===== config.mk =====
export PLATFORM = sky130hd
export DESIGN_NAME = board_ctrl
export DESIGN_NICKNAME = d
export VERILOG_FILES = /design/src/rtl/board_ctrl.sv
export SDC_FILE = /design/constraint.sdc
export NUM_CORES = 1
export LEC_CHECK = 0
export CAP_MARGIN = 5
export CORE_ASPECT_RATIO = 0.6
export CORE_MARGIN = 1
export CORE_UTILIZATION = 30
export CTS_BUF_LIST = sky130_fd_sc_hd__clkbuf_8 sky130_fd_sc_hd__clkbuf_16
export CTS_CLUSTER_DIAMETER = 150
export DETAILED_ROUTE_END_ITERATION = 8
export GPL_TIMING_DRIVEN = 0
export PLACE_DENSITY = 0.52
export RECOVER_POWER = 25
export SLEW_MARGIN = 40
export SYNTH_ARGS = -nofsm -noshare
export SYNTH_HDL_FRONTEND = slang
export SYNTH_SLANG_ARGS = --single-unit

===== constraint.sdc =====
create_clock -name clk -period 7.1 [get_ports clk]
set_input_delay 1.42 -clock clk [delete_from_list [all_inputs] [get_ports clk]]
set_output_delay 1.42 -clock clk [all_outputs]
set_load 0.02 [all_outputs]

===== src/rtl/board_ctrl.sv =====
// Board-game cell store with a wrapping cursor and black/white stone placement.
// A power-up/clear sweep zeroes one cell per cycle, and reads return empty while it runs.
module board_ctrl #(
  parameter int SIZE = 6,
  parameter int RW   = $clog2(SIZE),
  parameter int CW   = $clog2(SIZE*SIZE+1)
) (
  input  logic          clk,
  input  logic          rst,
  input  logic          btn_up,
  input  logic          btn_down,
  input  logic          btn_left,
  input  logic          btn_right,
  input  logic          btn_place,
  input  logic          btn_clear,
  input  logic [RW-1:0] rd_row,
  input  logic [RW-1:0] rd_col,
  output logic [1:0]    rd_cell,
  output logic [RW-1:0] cursor_row,
  output logic [RW-1:0] cursor_col,
  output logic          turn,
  output logic [CW-1:0] move_cnt,
  output logic          board_full,
  output logic          place_ok,
  output logic          place_err,
  output logic          busy
);

  localparam int N  = SIZE*SIZE;
  localparam int IW = $clog2(N);

  typedef enum logic {S_CLEAR, S_IDLE} state_t;

  state_t        state_q, state_d;
  logic [CW-1:0] idx_q, idx_d;
  logic [RW-1:0] row_q, row_d, col_q, col_d;
  logic          turn_q, turn_d;
  logic [CW-1:0] cnt_q, cnt_d;
  logic          ok_q, ok_d, err_q, err_d;

  logic [1:0]    board_q [N];
  logic          wr_en;
  logic [IW-1:0] wr_idx;
  logic [1:0]    wr_dat;
  logic [IW-1:0] cur_idx, rd_idx;
  logic [1:0]    cur_cell;

  assign cur_idx  = IW'(int'(row_q)*SIZE + int'(col_q));
  assign rd_idx   = IW'(int'(rd_row)*SIZE + int'(rd_col));
  assign cur_cell = board_q[cur_idx];

  always_comb begin
    state_d = state_q;
    idx_d   = idx_q;
    row_d   = row_q;
    col_d   = col_q;
    turn_d  = turn_q;
    cnt_d   = cnt_q;
    ok_d    = 1'b0;
    err_d   = 1'b0;
    wr_en   = 1'b0;
    wr_idx  = cur_idx;
    wr_dat  = 2'b00;
    if (state_q == S_CLEAR) begin
      // idx == N is one idle step after the last write before leaving the sweep
      if (btn_clear) begin
        idx_d = '0;
      end else if (idx_q == CW'(N)) begin
        state_d = S_IDLE;
      end else begin
        wr_en  = 1'b1;
        wr_idx = idx_q[IW-1:0];
        idx_d  = idx_q + CW'(1);
      end
    end else begin
      if (btn_clear) begin
        state_d = S_CLEAR;
        idx_d   = '0;
        cnt_d   = '0;
        turn_d  = 1'b0;
      end else if (btn_place) begin
        if (cur_cell == 2'b00) begin
          wr_en  = 1'b1;
          wr_dat = turn_q ? 2'b10 : 2'b01;
          turn_d = ~turn_q;
          if (cnt_q != CW'(N)) cnt_d = cnt_q + CW'(1);
          ok_d   = 1'b1;
        end else begin
          err_d  = 1'b1;
        end
      end else begin
        if (btn_up && !btn_down)
          row_d = (row_q == '0) ? RW'(SIZE-1) : row_q - RW'(1);
        else if (btn_down && !btn_up)
          row_d = (row_q == RW'(SIZE-1)) ? '0 : row_q + RW'(1);
        if (btn_left && !btn_right)
          col_d = (col_q == '0) ? RW'(SIZE-1) : col_q - RW'(1);
        else if (btn_right && !btn_left)
          col_d = (col_q == RW'(SIZE-1)) ? '0 : col_q + RW'(1);
      end
    end
  end

  always_ff @(posedge clk or posedge rst) begin
    if (rst) begin
      state_q <= S_CLEAR;
      idx_q   <= '0;
      row_q   <= '0;
      col_q   <= '0;
      turn_q  <= 1'b0;
      cnt_q   <= '0;
      ok_q    <= 1'b0;
      err_q   <= 1'b0;
    end else begin
      state_q <= state_d;
      idx_q   <= idx_d;
      row_q   <= row_d;
      col_q   <= col_d;
      turn_q  <= turn_d;
      cnt_q   <= cnt_d;
      ok_q    <= ok_d;
      err_q   <= err_d;
    end
  end

  // Cell storage has no reset; the sweep is what zeroes it.
  always_ff @(posedge clk) begin
    if (wr_en) board_q[wr_idx] <= wr_dat;
  end

  always_comb begin
    rd_cell = 2'b00;
    if (!busy && int'(rd_row) < SIZE && int'(rd_col) < SIZE)
      rd_cell = board_q[rd_idx];
  end

  assign busy       = (state_q == S_CLEAR);
  assign cursor_row = row_q;
  assign cursor_col = col_q;
  assign turn       = turn_q;
  assign move_cnt   = cnt_q;
  assign board_full = (cnt_q == CW'(N));
  assign place_ok   = ok_q;
  assign place_err  = err_q;

endmodule


# Word level (Yosys, flattened, before mapping)
# Memories as Yosys holds them, arrays and structs flattened.
# Cells that the tools add are included.
# op_classes
n_addsub	8
multipliers	2
n_lt_le_gt_ge	2
eq_ne	7
mux	45
n_bitwise	4
reduce_logical	23
# ops
operator	count
$mux 6	11
$mux 3	8
$mux 1	20
$add 6x1->6 const B	2
$add 6x3->6	2
$eq 6x6->1 const B	2
$mux 2	6
$reduce_and 4->1	3
$mul 3x2->5 const B	2
$reduce_bool 2->1	5
$add 3x1->3 const B	2
$eq 3x3->1 const B	2
$logic_and 1x1->1	6
$logic_not 3->1	2
$lt 3x3->1 const B	2
$ne 6x6->1 const B	1
$sub 3x1->3 const B	2
$logic_not 1->1	4
$ne 2x2->1 const B	2
$not 1->1	4
$reduce_and 3->1	1
$logic_not 2->1	1
$reduce_and 2->1	1
# word_totals
regBits	22
ramBits	72
inputBits	14
word_cells	100
n_memories	1
# memory_table
memory	words	word_bits	rd	rd_ports_with_merged_regs	wr	line_no	rtl
board_q	36	2	2	0	1	41	logic [1:0] board_q [N];

# Logic depth before layout (Yosys ltp)
# Gate-level depths: netlist (run 1).
# An unclocked memory read counts as a cell.
# logic_depth
ltp_word	10
mapped_depth	13

# Worst setup path before layout (run 1)
# No wires, ideal clock.
# synth_timing
path_kind	input -> output
from	input rd_row[0]
to	output rd_cell[1]
arrival_ns	3.803
required_time_ns	5.680
path_slack_ns	1.877
path_stages	8
path_buffers	0
cell_sequence	ha_1 > ha_1 > a21oi_1 > nor2_1 > xnor2_1 > mux2i_1 > mux4_2 > a211oi_1
# synth_between
elab_chain_len	4
elab_cells_between_ends	7
classes_between	add/sub (1); mul (1); order compare (1); mux (1); reduce/logical (2); memory (1)
# synth_rtl
item	line_no	rtl
from (decl)	16	input logic [RW-1:0] rd_row,
$mul 3x2->5 / $lt 3x3->1 (equally long branches)	49, 133	
$add 6x3->6 / $logic_and 1x1->1 (equally long branches)	49, 133	
$mem_v2 36x2 / $logic_and 1x1->1 (equally long branches)	--	
$mux 2 *	133	if (!busy && int'(rd_row) < SIZE && int'(rd_col) < SIZE)
to (decl)	18	output logic [1:0] rd_cell,
# Mark *: on every way between the ends. The rest lies on a longest branch, timed or not.

# Worst setup path in the final report (run 1)
# Ends and elaborated chain as after synthesis.

==> summary.md, run 1 <==
| Metric | Value |
|---|---|
| Status | complete, no violations |
| RSZ-0062 raised after global routing | false |
| Part of the Yosys area used for sequential elements | 50.09% |
| Post-route clock period utilization | 89.45% |
| Worst hold path type | flop to flop |
| Number of global-route vias before repair | 3,904 |
| Worst slew pin tran | 0.9058 ns |
| CTS resizes | 0 |
| CP arrival | 4.93 ns |
| Via count | 4,047 |
| Critical path fanouts, max | 10 |
| FP Rows | 37 |
| Synth Instances | 454 |
| Antenna Nets Post-Route | 0 |
| Ys Warns | 0 |
| Gpl congestion | 0.8989 |
| Worst Path Buf+Inv | 4 |
| Final Instance Area | 0.006355 mm^2 |
| Slowest CP cell | clkdlybuf4s50_1 |
| Remaining Overflow, GRT | 0 |
| Crit-path cells | clkdlybuf4s50_1 > ha_1 > clkbuf_2 > buf_1 > mux4_2 > mux2i_1 > mux4_2 > a211oi_1 > clkdlybuf4s50_1 |
| Initial Util | 31.11% |
| Area grow syn2layout | 17.35% |
| Max-Cap Viols | 0 |
| Share of cells above drive strength 1 | 13.29% |
| Req. time, crit path | 5.68 ns |
| DR pass1 iterations | 5 |
| Placed Cells | 722 |
| Largest net degree at the start of global routing | 37 |
| Initial DRC Count | 413 |
| Fmax | 157.5 MHz |
| Area post-placement | 0.006036 mm^2 |
| CTS sink count | 94 |
| Final #Nets | 538 |
| Kind of cell adding the most delay to the critical path | buffers and inverters |
| Die X | 175.5 um |
| Clk_lat worst skew | 0.35 ns |
| Fin crit period | 6.351 ns |
| Global-route wire length before repair | 23,300 um |
| FFs w/ async S/R, synth | 23.40% |
| Number of synthesized flops with an enable pin | 72 |
| Final routed DRC violation total | 0 |
| Syn Nets | 493 |
| Pwr Density | 214.4 mW/mm^2 |
| Drt wl/cell | 20.70 um |
| Core box area | 0.01741 mm^2 |
| DIE AREA | 0.01861 mm^2 |
| DR vias/cell | 5.484 |
| Clock transition at the registers of the reported paths | 0.07 ns |
| Hold_buf cts | 0 |
| Endpoint class of the critical path | output pin |
| Final core occ | 36.51% |
| Die height | 106.1 um |
| Critical path type | input pin to output pin |
| P_leak | 2.368 nW |
| Critical path launch point type | input pin |
| Gr usage total | 17.07% |
| Clk_skew | 0.01121 ns |
| Post-Route WL | 15,280 um |
| Yosys cell types | 62 |
| I/O Buffers | 30 |
| Main flop type after synthesis | edfxtp_1 |
| CTS buffer count | 9 |
| Critical path's largest stage delay | 0.64 ns |
| Final setup vio count | 0 |
| Dpl hpwl | 11,590 um |
| Number of diodes | 0 |
| CTS tree | yes |
| Post-Syn Area | 0.005415 mm^2 |
| Max Buffers Root-to-Sink | 2 |
| I/O Pins | 33 |
| Synthesized area per cell | 11.93 um^2 |
| Number of setup buffers added after CTS | 0 |
| Flop and latch count out of synthesis | 94 |
| Worst vdd ir | 0.1146 mV |
| H-tree Lvls | 3 |
| Rel. slew slack | 39.54% |
| Final Non-Filler Cells | 738 |
| Max-slew violation count | 0 |
| Initial antenna violation count | 0 |
| Final Hold Fails | 0 |
| Root Buffer | clkbuf_16 |
-- final cells by class --
class	instances	area (um^2)
plain buffers	20	111.4
fillers	1732	11050
clock buffers	9	225.2
repair buffers	34	322.8
clock inverters	7	86.33
flip-flops and latches	94	2713
well taps	234	292.8
inverters	31	116.4
multi-input cells	309	2487
-- stage by stage --
step           setup WS [ns]  power [mW]  hold WS, ns  setup TNS (ns)
4_1_cts               0.5092       1.368       0.5717               0
5_1_grt               0.5885       1.409       0.5939               0
2_1_floorplan          1.877      0.7779       0.5299               0
3_3_place_gp         -0.1652      0.8543       0.5440          -5.870
3_5_place_dp          0.5205      0.8561       0.5530               0
6_report              0.7493       1.362       0.5570               0
-- path summary, 6_finish.rpt --
path | startpoint | cells past startpoint | to | slack, ns
worst max register to register | cursor_row[1] | 15 | board_q[7][1] | 2.41
worst min-delay path | turn | 2 | turn | 0.56
min in group asynchronous | rst | 2 | cursor_row[2] | 1.70
worst max-delay path | rd_row[0] | 9 | rd_cell[1] | 0.75
worst min register to register | turn | 2 | turn | 0.56
max in group asynchronous | rst | 2 | idx_q[0] | 4.83
-- Yosys cell counts (all sizes together), types with 2 or more instances --
| cell type | count | area share [%] |
|---|---|---|
| nand3 | 7 | 0.65 |
| and3 | 6 | 0.69 |
| nand2b | 7 | 0.81 |
| nand2 | 28 | 1.9 |
| nor2b | 7 | 0.81 |
| xnor2 | 7 | 1.1 |
| o41ai | 3 | 0.62 |
| a31oi | 2 | 0.46 |
| nor3 | 36 | 3.7 |
| buf | 12 | 1.5 |
| nand3b | 3 | 0.42 |
| clkbuf | 8 | 0.58 |
| o21bai | 2 | 0.28 |
| a311o | 2 | 0.37 |
| nor3b | 2 | 0.28 |
| a41oi | 6 | 1.3 |
| edfxtp | 72 | 40 |
| o32ai | 2 | 0.32 |
| a21oi | 8 | 1.0 |
| dfrtp | 22 | 10 |
| a211oi | 3 | 0.42 |
| o311ai | 3 | 0.62 |
| ha | 21 | 4.9 |
| a2111oi | 4 | 0.67 |
| nor2 | 51 | 3.5 |
| fa | 4 | 1.5 |
| nand4 | 2 | 0.23 |
| inv | 31 | 2.1 |
| o31ai | 14 | 1.9 |
| nor4 | 3 | 0.35 |
| a21o | 2 | 0.28 |
| o211ai | 2 | 0.28 |
| o221ai | 2 | 0.32 |
| a311oi | 3 | 0.49 |
| or3 | 5 | 0.58 |
| xor2 | 7 | 1.1 |
| o21ai | 13 | 1.2 |
| mux4 | 21 | 8.7 |
| mux2i | 9 | 1.7 |
-- cells by family (layout without fill, tap and decap cells) --
kind of cell,after synthesis,count (layout),share of synthesized area (%)
AOI/OAI and AO/OA,80,80,12.25
adders and majority gates,25,25,6.331
buffers and inverters,51,101,4.205
muxes,31,31,10.61
xor gates and xnor gates,14,14,2.264
and+or+nand+nor,159,159,14.26
DFF,94,94,50.09
-- layout by cell type (no fill, tap or decap), types with 13 or more instances in the layout --
master / count
edfxtp_1: 72
nor2_1: 51
nor3_1: 31
inv_1: 30
nand2_1: 28
dfrtp_1: 22
mux4_2: 21
ha_1: 21
dlygate4sd3_1: 18
o31ai_1: 14
o21ai_0: 13
-- state kept, by name, indices dropped and copies added, names as in the netlist --
| signal | count |
|---|---|
| idx_q | 6 |
| cursor_row | 3 |
| place_err | 1 |
| place_ok | 1 |
| board_q | 72 |
| state_q | 1 |
| turn | 1 |
| cursor_col | 3 |
| move_cnt | 6 |
-- routing by layer --
layer | GRT usage, % | routed length, um | up-vias
met2 | 22.85 | 6049 | 166
met4 | 3.665 | 129 | 0
met3 | 4.077 | 1082 | 13
li1 | - | - | 1820
met1 | 27.06 | 8017 | 2048
met5 | 0 | 0 | -
-- worst min-delay path: cells and delay by family, from the launching register on --
family           cells  cell delay (ns)
flip-flops           1             0.37
AO/OA/AOI/OAI        1             0.09
AND/OR/NAND/NOR      1             0.06
-- power breakdown --
group | switching, mW | internal [mW] | total [mW] | leakage (nW)
sequential | 0.00793 | 0.592 | 0.600 | 1.05
clock | 0.232 | 0.282 | 0.514 | 0.151
combinational | 0.158 | 0.0903 | 0.249 | 1.17
Note: power is estimated with default switching activity, not from simulation.
==> run 2: changes to the inputs <==
GPL_ROUTABILITY_DRIVEN = 0   (was default)
==> results of run 2 <==
Same layout as run 1: the final DEF is identical, and so are final timing and power.
==> run 3: changes to the inputs <==
CORE_UTILIZATION = 50   (was 30)
PLACE_DENSITY = 0.75   (was 0.52)
==> run 3 against run 2 <==
Final area down 2.0%; worst setup slack better by 0.038 ns; die area down 39%; largest power group unchanged; highest routed layer unchanged.
==> summary.md, run 3 (same netlist as run 1, synthesis figures left out) <==
| Metric | Value |
|---|---|
| DR pass1 iterations | 5 (unchanged) |
| Remaining Overflow, GRT | 0 (unchanged) |
| Share of cells above drive strength 1 | 12.70% (was 13.29%) |
| Post-route clock period utilization | 88.91% (was 89.45%) |
| H-tree Lvls | 3 (unchanged) |
| Req. time, crit path | 5.68 ns (about the same) |
| Hold Path End | turn (unchanged) |
| Clk_lat worst skew | 0.35 ns (about the same) |
| Largest Register | board_q (unchanged) |
| Wire length on met3 | 1609 um (was 1082 um) |
| Setup_tns | 0 ns (unchanged) |
| Max-Cap Viols | 0 (unchanged) |
| Fmax | 158.4 MHz (was 157.5 MHz) |
| Area grow syn2layout | 14.97% (was 17.35%) |
| Highest routed layer | met4 (unchanged) |
| Dpl ws | 0.8072 ns (was 0.5205 ns) |
| M1 WL | 6393 um (was 8017 um) |
| Number of global-route vias before repair | 4,052 (was 3,904) |
| Met2 Wirelength | 6003 um (was 6049 um) |
| Number of setup buffers added after CTS | 0 (unchanged) |
| Post-route setup slack | 0.7877 ns (was 0.7493 ns) |
| Worst vdd ir | 0.1294 mV (was 0.1146 mV) |
| Antenna Nets Post-Route | 0 (unchanged) |
| Tot Pwr | 1.339 mW (was 1.362 mW) |
| Post-Route WL | 14,180 um (was 15,280 um) |
| DIE AREA | 0.01126 mm^2 (was 0.01861 mm^2) |
| Reg2reg start | cursor_row[1] (unchanged) |
| Hold_buf cts | 0 (unchanged) |
| Final Non-Filler Cells | 643 (was 738) |
| R2r endpoint | board_q[7][1] (unchanged) |
| Hold Path Origin | turn (unchanged) |
| RSZ-0062 raised after global routing | false (unchanged) |
| CTS sink count | 94 (unchanged) |
| Final setup vio count | 0 (unchanged) |
| Reg2reg setup slack | 2.60 ns (was 2.41 ns) |
| Max-slew violation count | 0 (unchanged) |
| Number of diodes | 0 (unchanged) |
| Root Buffer | clkbuf_16 (unchanged) |
| Largest net degree at the start of global routing | 37 (unchanged) |
| Dpl hpwl | 10,490 um (was 11,590 um) |
| Die X | 136.4 um (was 175.5 um) |
| Final #Nets | 538 (unchanged) |
| Final Instance Area | 0.006226 mm^2 (was 0.006355 mm^2) |
| Drt wl/cell | 22.05 um (was 20.70 um) |
| Worst hold path type | flop to flop (unchanged) |
| Depth of the most critical reg-to-reg path | 14 (was 15) |
| CTS tree | yes (unchanged) |
| I/O Buffers | 30 (unchanged) |
| Global-route wire length before repair | 22,400 um (was 23,300 um) |
| Hold slack | 0.5492 ns (was 0.5570 ns) |
| Rel. slew slack | 39.64% (was 39.54%) |
| Worst slew pin tran | 0.9044 ns (was 0.9058 ns) |
| FF+latch area | 0.002713 mm^2 (unchanged) |
| Endpoint class of the critical path | output pin (unchanged) |
| Pwr Density | 215.0 mW/mm^2 (was 214.4 mW/mm^2) |
| Critical path type | input pin to output pin (unchanged) |
| I/O Pins | 33 (unchanged) |
| Fillers | 842 (was 1,732) |
| CTS resizes | 0 (unchanged) |
| Critical path launch point type | input pin (unchanged) |
| P_leak | 2.367 nW (was 2.368 nW) |
| Fin crit period | 6.312 ns (was 6.351 ns) |
| Initial DRC Count | 525 (was 413) |
| Hold depth | 2 (unchanged) |
| Initial antenna violation count | 0 (unchanged) |
| Most common cell after layout, fill and taps aside | edfxtp_1 (unchanged) |
| Most frequent cells in the layout | edfxtp_1 (72), nor2_1 (51), inv_1 (32) (was edfxtp_1 (72), nor2_1 (51), nor3_1 (31)) |
| Clock transition at the registers of the reported paths | 0.06 ns (was 0.07 ns) |
| Area post-placement | 0.005922 mm^2 (was 0.006036 mm^2) |
| Placed Cells | 627 (was 722) |
| Largest register FFs | 72 (unchanged) |
| Die height | 82.61 um (was 106.1 um) |
| Via count | 4,135 (was 4,047) |
| Final core occ | 58.96% (was 36.51%) |
| Clk_skew | 0.009045 ns (was 0.01121 ns) |
| Status | complete, no violations (unchanged) |
| Critical path fanouts, max | 10 (unchanged) |
| Core box area | 0.01056 mm^2 (was 0.01741 mm^2) |
| Final routed DRC violation total | 0 (unchanged) |
| CTS buffer count | 9 (unchanged) |
| Initial Util | 51.29% (was 31.11%) |
| Max Buffers Root-to-Sink | 2 (unchanged) |
| Final Hold Fails | 0 (unchanged) |
| CP arrival | 4.89 ns (was 4.93 ns) |
| Multi-input gate area | 0.002481 mm^2 (was 0.002487 mm^2) |
| DR vias/cell | 6.431 (was 5.484) |
| FP Rows | 29 (was 37) |
| Gr usage total | 27.50% (was 17.07%) |
## run 3: worst max path at each step
stage,start,end,slack [ns]
detailed placement,rd_row[1],rd_cell[1],0.81
global route,rd_row[1],rd_cell[1],0.56
CTS,rd_row[1],rd_cell[1],0.79
floorplan,rd_row[0],rd_cell[1],1.88
finish,rd_col[1],rd_cell[1],0.79
global placement,cursor_row[1],board_q[25][1],0.22
## run 3: where the power goes
group          internal (mW)  total [mW]  switching, mW
registers              0.592       0.600        0.00751
clock network          0.282       0.495          0.213
logic                 0.0898       0.244          0.154
total                  0.964        1.34          0.375
## run 3: per-layer routing
layer / up-vias / GRT usage (%)
met5: - / 0
met4: 0 / 7.222
met3: 20 / 7.692
met2: 249 / 39.49
met1: 2042 / 40.74
li1: 1824 / -
## run 3: final cells by class
cell class,count,share of cell area (%)
flip-flops and latches,94,43.57
multi-input cells,309,39.85
repair buffers,34,5.265
clock buffers,10,3.838
well taps,139,2.793
inverters,31,1.869
plain buffers,20,1.789
clock inverters,6,1.025
## run 3: critical path, cell delays in order
cell and delay [ns]:
clkdlybuf4s50_1 0.44, ha_1 0.30, clkbuf_2 0.28, buf_1 0.58, mux4_2 0.39, mux2i_1 0.10
mux4_2 0.51, a211oi_1 0.23, clkdlybuf4s50_1 0.63
